===== config.mk =====
export PLATFORM = sky130hd
export DESIGN_NAME = layer_output_collector
export DESIGN_NICKNAME = d
export VERILOG_FILES = /design/src/rtl/layer_output_collector.sv
export SDC_FILE = /design/constraint.sdc
export NUM_CORES = 1
export LEC_CHECK = 0
export CAP_MARGIN = 5
export CORE_MARGIN = 2
export CORE_UTILIZATION = 56
export DETAILED_ROUTE_END_ITERATION = 8
export PLACE_DENSITY = 0.91
export SLEW_MARGIN = 5
export SYNTH_ARGS = -nofsm -noshare
export SYNTH_HDL_FRONTEND = slang
export SYNTH_SLANG_ARGS = --single-unit

===== constraint.sdc =====
create_clock -name clk -period 5.5 [get_ports clk]
set_input_delay 1.1 -clock clk [delete_from_list [all_inputs] [get_ports clk]]
set_output_delay 1.1 -clock clk [all_outputs]
set_load 0.1 [all_outputs]

===== src/rtl/layer_output_collector.sv =====
// layer_output_collector
// Captures one activation per neuron of the producing layer as each neuron
// flags valid, then streams the whole vector out over valid/ready while
// tracking a signed argmax. The argmax of the final element is published on
// classIndex/classValue together with a one-cycle classValid pulse.
module layer_output_collector #(
    parameter int unsigned numNeurons = 32,
    parameter int unsigned dataWidth  = 16,
    parameter int unsigned idxWidth   = $clog2(numNeurons)
) (
    input  logic                            clk,
    input  logic                            reset,
    input  logic                            clear,
    input  logic [numNeurons*dataWidth-1:0] inData,
    input  logic [numNeurons-1:0]           inValid,
    output logic [dataWidth-1:0]            outData,
    output logic                            outValid,
    input  logic                            outReady,
    output logic                            outLast,
    output logic                            busy,
    output logic [idxWidth-1:0]             classIndex,
    output logic [dataWidth-1:0]            classValue,
    output logic                            classValid
);

    localparam logic [idxWidth-1:0] LAST_IDX = idxWidth'(numNeurons - 1);

    typedef enum logic [1:0] {
        COLLECT,
        STREAM,
        DONE
    } state_t;

    state_t                 state_q;
    logic [dataWidth-1:0]   data_q [numNeurons];
    logic [numNeurons-1:0]  captured_q;
    logic [idxWidth-1:0]    idx_q;
    logic [dataWidth-1:0]   maxVal_q;
    logic [idxWidth-1:0]    maxIdx_q;
    logic [idxWidth-1:0]    classIndex_q;
    logic [dataWidth-1:0]   classValue_q;
    logic                   classValid_q;

    logic [dataWidth-1:0]   curElem;
    logic                   isLast;
    logic                   streaming;
    logic                   allCaptured;
    logic [dataWidth-1:0]   maxVal_d;
    logic [idxWidth-1:0]    maxIdx_d;

    assign curElem     = data_q[idx_q];
    assign isLast      = (idx_q == LAST_IDX);
    assign streaming   = (state_q == STREAM);
    assign allCaptured = &(captured_q | inValid);

    // Running argmax including the element currently presented; element 0
    // seeds it, later elements win only when strictly greater (lowest index on ties).
    always_comb begin
        maxVal_d = maxVal_q;
        maxIdx_d = maxIdx_q;
        if ((idx_q == '0) || ($signed(curElem) > $signed(maxVal_q))) begin
            maxVal_d = curElem;
            maxIdx_d = idx_q;
        end
    end

    // Stream-side outputs decode from registered state and the frozen buffer.
    always_comb begin
        outValid = streaming;
        outData  = streaming ? curElem : '0;
        outLast  = streaming && isLast;
        busy     = streaming;
    end

    assign classIndex = classIndex_q;
    assign classValue = classValue_q;
    assign classValid = classValid_q;

    // Capture / stream / done sequencing, buffer writes and argmax registers.
    always_ff @(posedge clk) begin
        if (reset) begin
            state_q      <= COLLECT;
            captured_q   <= '0;
            idx_q        <= '0;
            maxVal_q     <= '0;
            maxIdx_q     <= '0;
            classIndex_q <= '0;
            classValue_q <= '0;
            classValid_q <= 1'b0;
            for (int unsigned i = 0; i < numNeurons; i++) begin
                data_q[i] <= '0;
            end
        end else if (clear) begin
            // Buffer and last class result are deliberately retained.
            state_q      <= COLLECT;
            captured_q   <= '0;
            idx_q        <= '0;
            classValid_q <= 1'b0;
        end else begin
            classValid_q <= 1'b0;
            case (state_q)
                COLLECT: begin
                    for (int unsigned i = 0; i < numNeurons; i++) begin
                        if (inValid[i]) begin
                            data_q[i]     <= inData[i*dataWidth +: dataWidth];
                            captured_q[i] <= 1'b1;
                        end
                    end
                    if (allCaptured) begin
                        state_q <= STREAM;
                        idx_q   <= '0;
                    end
                end
                STREAM: begin
                    if (outReady) begin
                        maxVal_q <= maxVal_d;
                        maxIdx_q <= maxIdx_d;
                        if (isLast) begin
                            classIndex_q <= maxIdx_d;
                            classValue_q <= maxVal_d;
                            classValid_q <= 1'b1;
                            state_q      <= DONE;
                            idx_q        <= '0;
                        end else begin
                            idx_q <= idx_q + idxWidth'(1);
                        end
                    end
                end
                DONE: begin
                    // Held neuron valids must not trigger a second stream.
                end
                default: begin
                    state_q <= COLLECT;
                end
            endcase
        end
    end

endmodule


## Word level (Yosys, flattened, before mapping)

Memory sizes are Yosys's and may differ from the RTL's. A register that Yosys moved wholly into a read port is not among the register bits.
Cells that the tools add are included.

- Divide/modulo/power cells: 0
- Eq/ne operators: 6
- $lt $le $gt $ge: 1
- Multiply operators: 0
- Shifts and indexed selects: 0
- Mux-type cells: 208
- Add/sub/neg operators: 1
- Reductions and logical operators: 44
- Bitwise gates (word level): 37

Operators by type and width:

| cell | count |
|---|---|
| 16-bit 2-to-1 mux | 34 |
| 1-bit 2-to-1 mux | 163 |
| 2-bit AND reduction | 32 |
| 1-bit OR | 32 |
| 32-bit OR | 1 |
| 32-bit AND reduction | 1 |
| 5-bit 2-to-1 mux | 6 |
| 16-bit greater-than comparator | 1 |
| 5-bit one-hot mux with 2 select lines | 1 |
| 4-bit AND reduction | 2 |
| 2-bit 2-to-1 mux | 3 |
| 2-bit inequality test (second input constant) | 3 |
| 2-bit one-hot mux with 3 select lines | 1 |
| 3-bit AND reduction | 2 |
| 5-bit by 1-bit adder with 5-bit output (second input constant) | 1 |
| 5-bit == test (second input constant) | 1 |
| 5-bit zero test | 1 |
| 1-bit NOT | 4 |
| 4-bit OR reduction | 1 |
| 2-bit by 1-bit == test with 1-bit output (second input constant) | 1 |
| 2-bit == test (second input constant) | 1 |
| 2-bit zero test | 1 |
| 2-bit nonzero test | 1 |
| 2-bit OR reduction | 1 |
| 2 further kinds | 2 |

- Input port bits: 548
- Memories: 1
- Output and inout bits: 41
- ROM bits: 0
- Latch bits: 0
- Flip-flop bits (word level): 82
- RAM bits: 512

Memories:

| memory | depth | bits a word | rd ports | clocked after Yosys merged registers in | wr ports | RTL line | RTL |
|---|---|---|---|---|---|---|---|
| data_q | 32 | 16 | 1 | 1 | 32 | 35 | `logic [dataWidth-1:0] data_q [numNeurons];` |

## Depth between registers and ports, before layout

Gate-level depths: netlist (run 1).

- Depth in word-level cells: 6
- Gate-level depth with buffers: 18
- Depth with buffers taken out: 13

## Worst setup path before layout (run 1)

OpenSTA, ideal clock, no wires.

- Path type: flip-flop to output port
- Start: register (tool-made name)
- End: output port outData[13]
- Stages on the path, launching flop included: 10
- Arrival: 2.711 ns
- Slack: 1.689 ns
- Path buffers: 3
- Cell sequence: dfxtp_1 clkbuf_1 buf_2 buf_2 mux2i_1 a22oi_1 nand2_1 o22ai_1 nor2_1 nor2_1

RTL lines:

| what | RTL line | RTL |
|---|---|---|
| end: declaration | 16 | `output logic [dataWidth-1:0] outData,` |

==> flow_summary_export.csv, run 1 <==
group,metric,value,unit
status,status,"finished, final reports clean",
power_and_ir_drop,leakage,13.5,nW
final_layout,final_core_util,73.6,%
sta,fin_ws,0.499,ns
sta,hold_viol,0,
synthesis,synth.distinct_cells,55,
sta,fmax,0.200,GHz
detailed_routing,drt-initial-drc-count,2869,
cts,clkLatencyLatePin,0.66,ns
final_layout,fillers,3027,
cts,cts-resized-gates,0,
setup_path,cp-end-kind,"flop",
detailed_routing,wl,92000,um
floorplanning,io-pin-count,589,
setup_path,cp_top_family,"simple AND/OR/NAND/NOR gates",
cts,cts_tree,"built",
setup_path,slowest_delay,0.61,ns
synthesis,synthCells,2185,
detailed_routing,drtAntennaViolNets,0,
final_layout,final_layout_size_suffix_gt1_share,5.88,%
global_route,grt_max_degree,147,
detailed_routing,via_count,21400,
power_and_ir_drop,power,10.3,mW
setup_path,worstPathMaxFanout,43,
setup_path,cp.required,5.99,ns
power_and_ir_drop,ir_drop,0.262,mV
final_layout,regArea,0.0171,mm^2
synthesis,synthFlopType,"edfxtp_1",
global_route,grt_overflow,0,
floorplanning,core_area,0.0490,mm^2
sta,rsz0062_at_grt,"false",
sta,post-route-period-util,90.9,%
sta,clock_skew,0.0579,ns
setup_path,cp_slowest_cell,"dfxtp_4",
worst_hold_path,hold_path.class,"flop to flop",
floorplanning,die_x,227,um
synthesis,ys_ff_latch,599,
final_layout,area_delta_synth_final,29.7,%
synthesis,syn_nets,2752,
synthesis,synthArstFlopShare,0,%
setup_path,cp.arrival,5.49,ns
cts,clockBufferDepth,3,
synthesis,synth_top_area_share,55.4,%
synthesis,syn_area,0.0278,mm^2
placed_design,dpl_cell_area,0.0341,mm^2
synthesis,yosysTopAreaCell,"edfxtp_1",
sta,maxSlewViolCount,0,
setup_path,start_kind,"flop",
sta,tightestPinTransition,1.06,ns
synthesis,synth.area.top_cells,"edfxtp_1, mux2i_1, and3_1",
synthesis,yosysSeqAreaShare,61.7,%
synthesis,synthMostInstantiatedCell,"edfxtp_1",
setup_path,worstPathCellList,"buf_12 -> mux2i_1 -> a22oi_1 -> nand2_1 -> o22ai_1 -> nor2_1 -> inv_1 -> ha_1 -> nand4_1 -> nor3_1 -> a21boi_2 -> or4_4 -> nand3_2 -> o311a_1",
global_route,antenna_found_initial,6,
placed_design,hpwlAfterDp,66700,um
final_layout,final_area,0.0360,mm^2
cts,clkTransAtPathRegs,0.07,ns
global_route,grtUsageTotal,35.2,%
placed_design,placed_cells,3294,
floorplanning,rows,81,
sta,finalSetupViolCount,0,
synthesis,avgSynthCellArea,12.7,um^2
detailed_routing,drc_errors,0,
floorplanning,die_h,227,um
floorplanning,start_util,56.7,%
sta,period_needed,5.00,ns
placed_design,pre_cts_ws,0.654,ns
placed_design,portBuffers,588,
cts,clock-sinks,599,
sta,fin_setup_tns,0,ns
final_layout,multiInputGateArea,0.00978,mm^2
placed_design,gp_congestion,0.964,
detailed_routing,routed_via_density,6.26,
cts,cts_root_buf,"clkbuf_16",
power_and_ir_drop,powerDensity,286,mW/mm^2
floorplanning,dieArea,0.0514,mm^2
synthesis,synth_edf_count,512,
setup_path,critPathKind,"flop to flop",
run,maxCapViolations,0,
sta,hold_slack,0.473,ns
cts,cts_setup_buffers,0,
synthesis,synthTopCellsByCount,"edfxtp_1, and3_1, mux2i_1",
detailed_routing,wire_per_inst,27.0,um
sta,relSlewSlack,29.1,%
global_route,grt_pass1_wl,132000,um
final_layout,final_nets,3258,
global_route,grt_pass1_vias,21000,
cts,postCtsHoldBufs,0,
detailed_routing,dr.pass1.iters,9,
cts,htree_levels,2,
synthesis,synth_warnings,0,
cts,cts_made_buffers,59,
setup_path,crit_buf_inv,2,
final_layout,final_cell_count_no_fill,3410,
-- worst reg2reg max path, stage by stage, from the launching register on --
cell	delay, ns
dfxtp_4	0.61
buf_12	0.37
mux2i_1	0.40
a22oi_1	0.13
nand2_1	0.19
o22ai_1	0.19
nor2_1	0.47
inv_1	0.10
ha_1	0.34
nand4_1	0.15
nor3_1	0.29
a21boi_2	0.31
or4_4	0.38
nand3_2	0.44
o311a_1	0.50
-- power breakdown --
group | internal (mW) | switching [mW]
clock | 2.19 | 1.75
sequential | 5.24 | 0.0944
combinational | 0.532 | 0.499
total | 7.96 | 2.34
-- cell usage in the layout (no fill, tap or decap), types with 3 or more instances in the layout --
master             n
a211oi_1          16
a21o_1            34
a21oi_1           27
a22o_1            18
a22oi_1          128
a311o_1           11
a41oi_1           16
and3_1           289
buf_12             8
buf_4             50
bufinv_16          3
clkbuf_1          20
clkbuf_16         60
clkbuf_8           3
clkdlybuf4s50_1  571
clkinv_1          10
clkinv_2           6
clkinv_4           3
dfxtp_1           86
diode_2            7
edfxtp_1         512
ha_1              19
inv_1             40
mux2i_1          261
nand2_1           68
nand2b_1          20
nand3b_1          17
nand4_1            5
nor2_1            59
nor2b_1          225
nor3_1            14
o211ai_1          13
o211ai_2           4
o21ai_0           19
o22ai_1           46
o311a_1            5
o31ai_1           10
or4_1              3
-- worst paths after layout --
kind / startpoint / to / slack, ns / cells past startpoint
min: captured_q[18] / captured_q[18] / 0.47 / 2
max: flop / classIndex[2] / 0.50 / 14
min reg2reg: captured_q[18] / captured_q[18] / 0.47 / 2
max reg2reg: flop / classIndex[2] / 0.50 / 14
-- registers in the layout, summed over array words and instances (netlist names), named ones only --
register and cells:
maxIdx_q 5, captured_q 32, classIndex 5, idx_q 5, data_q 512, classValue 16, classValid 1, state_q 2
maxVal_q 16
-- cells by family (layout without fill, tap and decap cells) --
| family | count (synthesis) | after routing | share of synthesized area [%] |
|---|---|---|---|
| buffers and inverters | 225 | 779 | 3.28 |
| and+or+nand+nor | 720 | 720 | 15.2 |
| adders and majority gates | 19 | 19 | 0.856 |
| muxes | 261 | 261 | 9.41 |
| xor gates and xnor gates | 1 | 1 | 0.0316 |
| other | 0 | 7 | 0 |
| AOI/OAI and AO/OA | 360 | 360 | 9.57 |
| DFF | 599 | 599 | 61.7 |
-- area by class of cell --
| cell class | instances | share of cell area, % |
|---|---|---|
| multi-input combinational | 1361 | 27.1 |
| clock inverter | 26 | 0.660 |
| timing repair buffer | 630 | 17.4 |
| inverter | 40 | 0.417 |
| clock buffer | 83 | 4.49 |
| sequential | 599 | 47.5 |
| antenna | 7 | 0.0486 |
| tap | 664 | 2.31 |
-- per-layer routing --
| layer | vias up | wire length, um | global-route usage (%) |
|---|---|---|---|
| met1 | 10300 | 34000 | 47.0 |
| met5 | - | 13 | 0 |
| met4 | 2 | 4470 | 16.2 |
| met2 | 1528 | 44100 | 57.0 |
| met3 | 242 | 9460 | 5.57 |
| li1 | 9286 | - | - |
Note: power is estimated with default switching activity, not from simulation.
==> run 2: changes to the inputs <==
==> constraint.sdc (replaced) <==
create_clock -name clk -period 5.5 [get_ports clk]
set_input_delay 1.1 -clock clk [delete_from_list [all_inputs] [get_ports clk]]
set_output_delay 1.1 -clock clk [all_outputs]
set_load 0.01 [all_outputs]
==> run 2 against run 1 <==
- via count increased by 0.94%
- clock power increased by 5.8%
- largest power group unchanged
- critical path depth decreased by 5
- maximum frequency decreased by 1.0%
==> flow_summary_export.csv, run 2 (synthesized netlist as in run 1, its figures left out) <==
group,metric,value,unit
cts,cts_tree,"built",
cts,cts-resized-gates,0,
final_layout,final_common_cell,"clkdlybuf4s50_1",
run,maxCapViolations,0,
setup_path,worstPathMaxFanout,24,
final_layout,final_layout_size_suffix_gt1_share,5.76,%
final_layout,final_core_util,74.0,%
setup_path,critPathKind,"flop to primary output",
cts,cts_made_buffers,59,
cts,clkTransAtPathRegs,0.06,ns
floorplanning,dieArea,0.0514,mm^2
cts,clock-sinks,599,
final_layout,fillers,2975,
final_layout,largest_reg_flops,512,
detailed_routing,dr.pass1.iters,6,
setup_path,reg2reg_depth,15,
power_and_ir_drop,powerDensity,291,mW/mm^2
cts,htree_levels,2,
worst_hold_path,worstHoldPathCells,2,
cts,clkLatencyLatePin,0.64,ns
sta,fin_setup_tns,0,ns
setup_path,start_kind,"flop",
detailed_routing,wire_per_inst,27.6,um
global_route,grt_overflow,0,
sta,finalSetupViolCount,0,
global_route,grt_use_met2,59.2,%
floorplanning,core_area,0.0490,mm^2
status,status,"finished, final reports clean",
setup_path,rrSetupSlack,0.52,ns
sta,clock_skew,0.0442,ns
final_layout,layout_common_cells,"clkdlybuf4s50_1, edfxtp_1, and3_1, mux2i_1, nor2b_1",
setup_path,cp.arrival,3.95,ns
sta,post-route-period-util,91.9,%
cts,cts_root_buf,"clkbuf_16",
sta,fmax,0.198,GHz
detailed_routing,via_count,21600,
worst_hold_path,min-delay-start,"captured_q[19]",
cts,clockBufferDepth,3,
floorplanning,start_util,56.7,%
sta,hold_viol,0,
global_route,top_usage_layer,"met2",
final_layout,final_nets,3261,
placed_design,gp_congestion,0.949,
global_route,grtUsageTotal,36.1,%
detailed_routing,drtAntennaViolNets,0,
detailed_routing,routed_via_density,6.32,
sta,period_needed,5.05,ns
cts,cts_setup_buffers,0,
placed_design,hpwlAfterDp,67400,um
setup_path,timing.rr.end,"classIndex[1]",
detailed_routing,drc_errors,0,
placed_design,portBuffers,588,
sta,relSlewSlack,29.2,%
final_layout,top_regs,"data_q (512), captured_q (32)",
power_and_ir_drop,ir_drop,0.278,mV
floorplanning,die_h,227,um
detailed_routing,drt-initial-drc-count,3374,
cts,postCtsHoldBufs,0,
power_and_ir_drop,leakage,13.6,nW
floorplanning,io-pin-count,589,
global_route,grt_max_degree,147,
final_layout,regMostFlops,"data_q",
final_layout,area_delta_synth_final,30.4,%
global_route,gr-usage-met1,46.9,%
global_route,antenna_found_initial,6,
floorplanning,rows,81,
global_route,grt_pass1_vias,21400,
worst_hold_path,hold_path.class,"flop to flop",
setup_path,cp.required,4.40,ns
floorplanning,die_x,227,um
global_route,grt_use_met3,6.65,%
sta,rsz0062_at_grt,"false",
detailed_routing,wl,94100,um
sta,tightestPinTransition,1.06,ns
global_route,grt_pass1_wl,135000,um
setup_path,cp-end-kind,"primary output",
sta,maxSlewViolCount,0,
worst_hold_path,hold_path_end,"captured_q[19]",
-- run 2: routing by layer --
metal,routed length [um],vias to the layer above
met3,10200,273
met5,25,-
li1,-,9275
met1,33800,10400
met2,45400,1647
met4,4670,4
-- run 2: report_power, final --
part / total [mW] / internal [mW] / switching (mW)
Combinational: 1.05 / 0.532 / 0.518
Sequential: 5.34 / 5.24 / 0.0959
Clock: 4.17 / 2.37 / 1.79
Total: 10.6 / 8.15 / 2.41
-- run 2: how the worst max path moves through the flow --
stage,slack (ns),depth (start not counted),to
floorplan,1.96,18,classValue[0]
global placement,0.81,15,classIndex[0]
detailed placement,0.65,15,classIndex[3]
CTS,0.51,9,outData[8]
global route,0.14,15,classIndex[2]
finish,0.45,9,outData[8]
-- run 2: final cells by class --
type	count	area (um^2)	area share (%)
antenna	4	10.0	0.0276
clock buffer	74	1540	4.26
clock inverter	38	424	1.17
inverter	40	150	0.415
multi-input combinational	1361	9780	27.0
sequential	599	17100	47.3
tap	664	831	2.29
timing repair buffer	633	6350	17.5
-- run 2: worst max-delay path: stages, from the launching register on --
cell	delay (ns)
dfxtp_4	0.57
buf_12	0.27
buf_4	0.37
mux2i_1	0.15
a22oi_1	0.43
nand2_1	0.12
o22ai_1	0.40
nor2_1	0.15
nor2_1	0.17
clkdlybuf4s50_1	0.65
-- run 2: through the flow --
stage | instances | hold WS, ns | cell area [um^2] | total power, mW | worst slack, ns
after floorplan | 2185 | 0.437 | 27800 | 5.78 | 1.96
final | 3413 | 0.472 | 36200 | 10.6 | 0.448
after detailed placement | 3297 | 0.458 | 34200 | 6.44 | 0.654
after CTS | 3409 | 0.474 | 36200 | 10.5 | 0.507
after global routing | 3412 | 0.492 | 36200 | 10.8 | 0.142
after global placement | 3297 | 0.448 | 34200 | 6.41 | 0.808
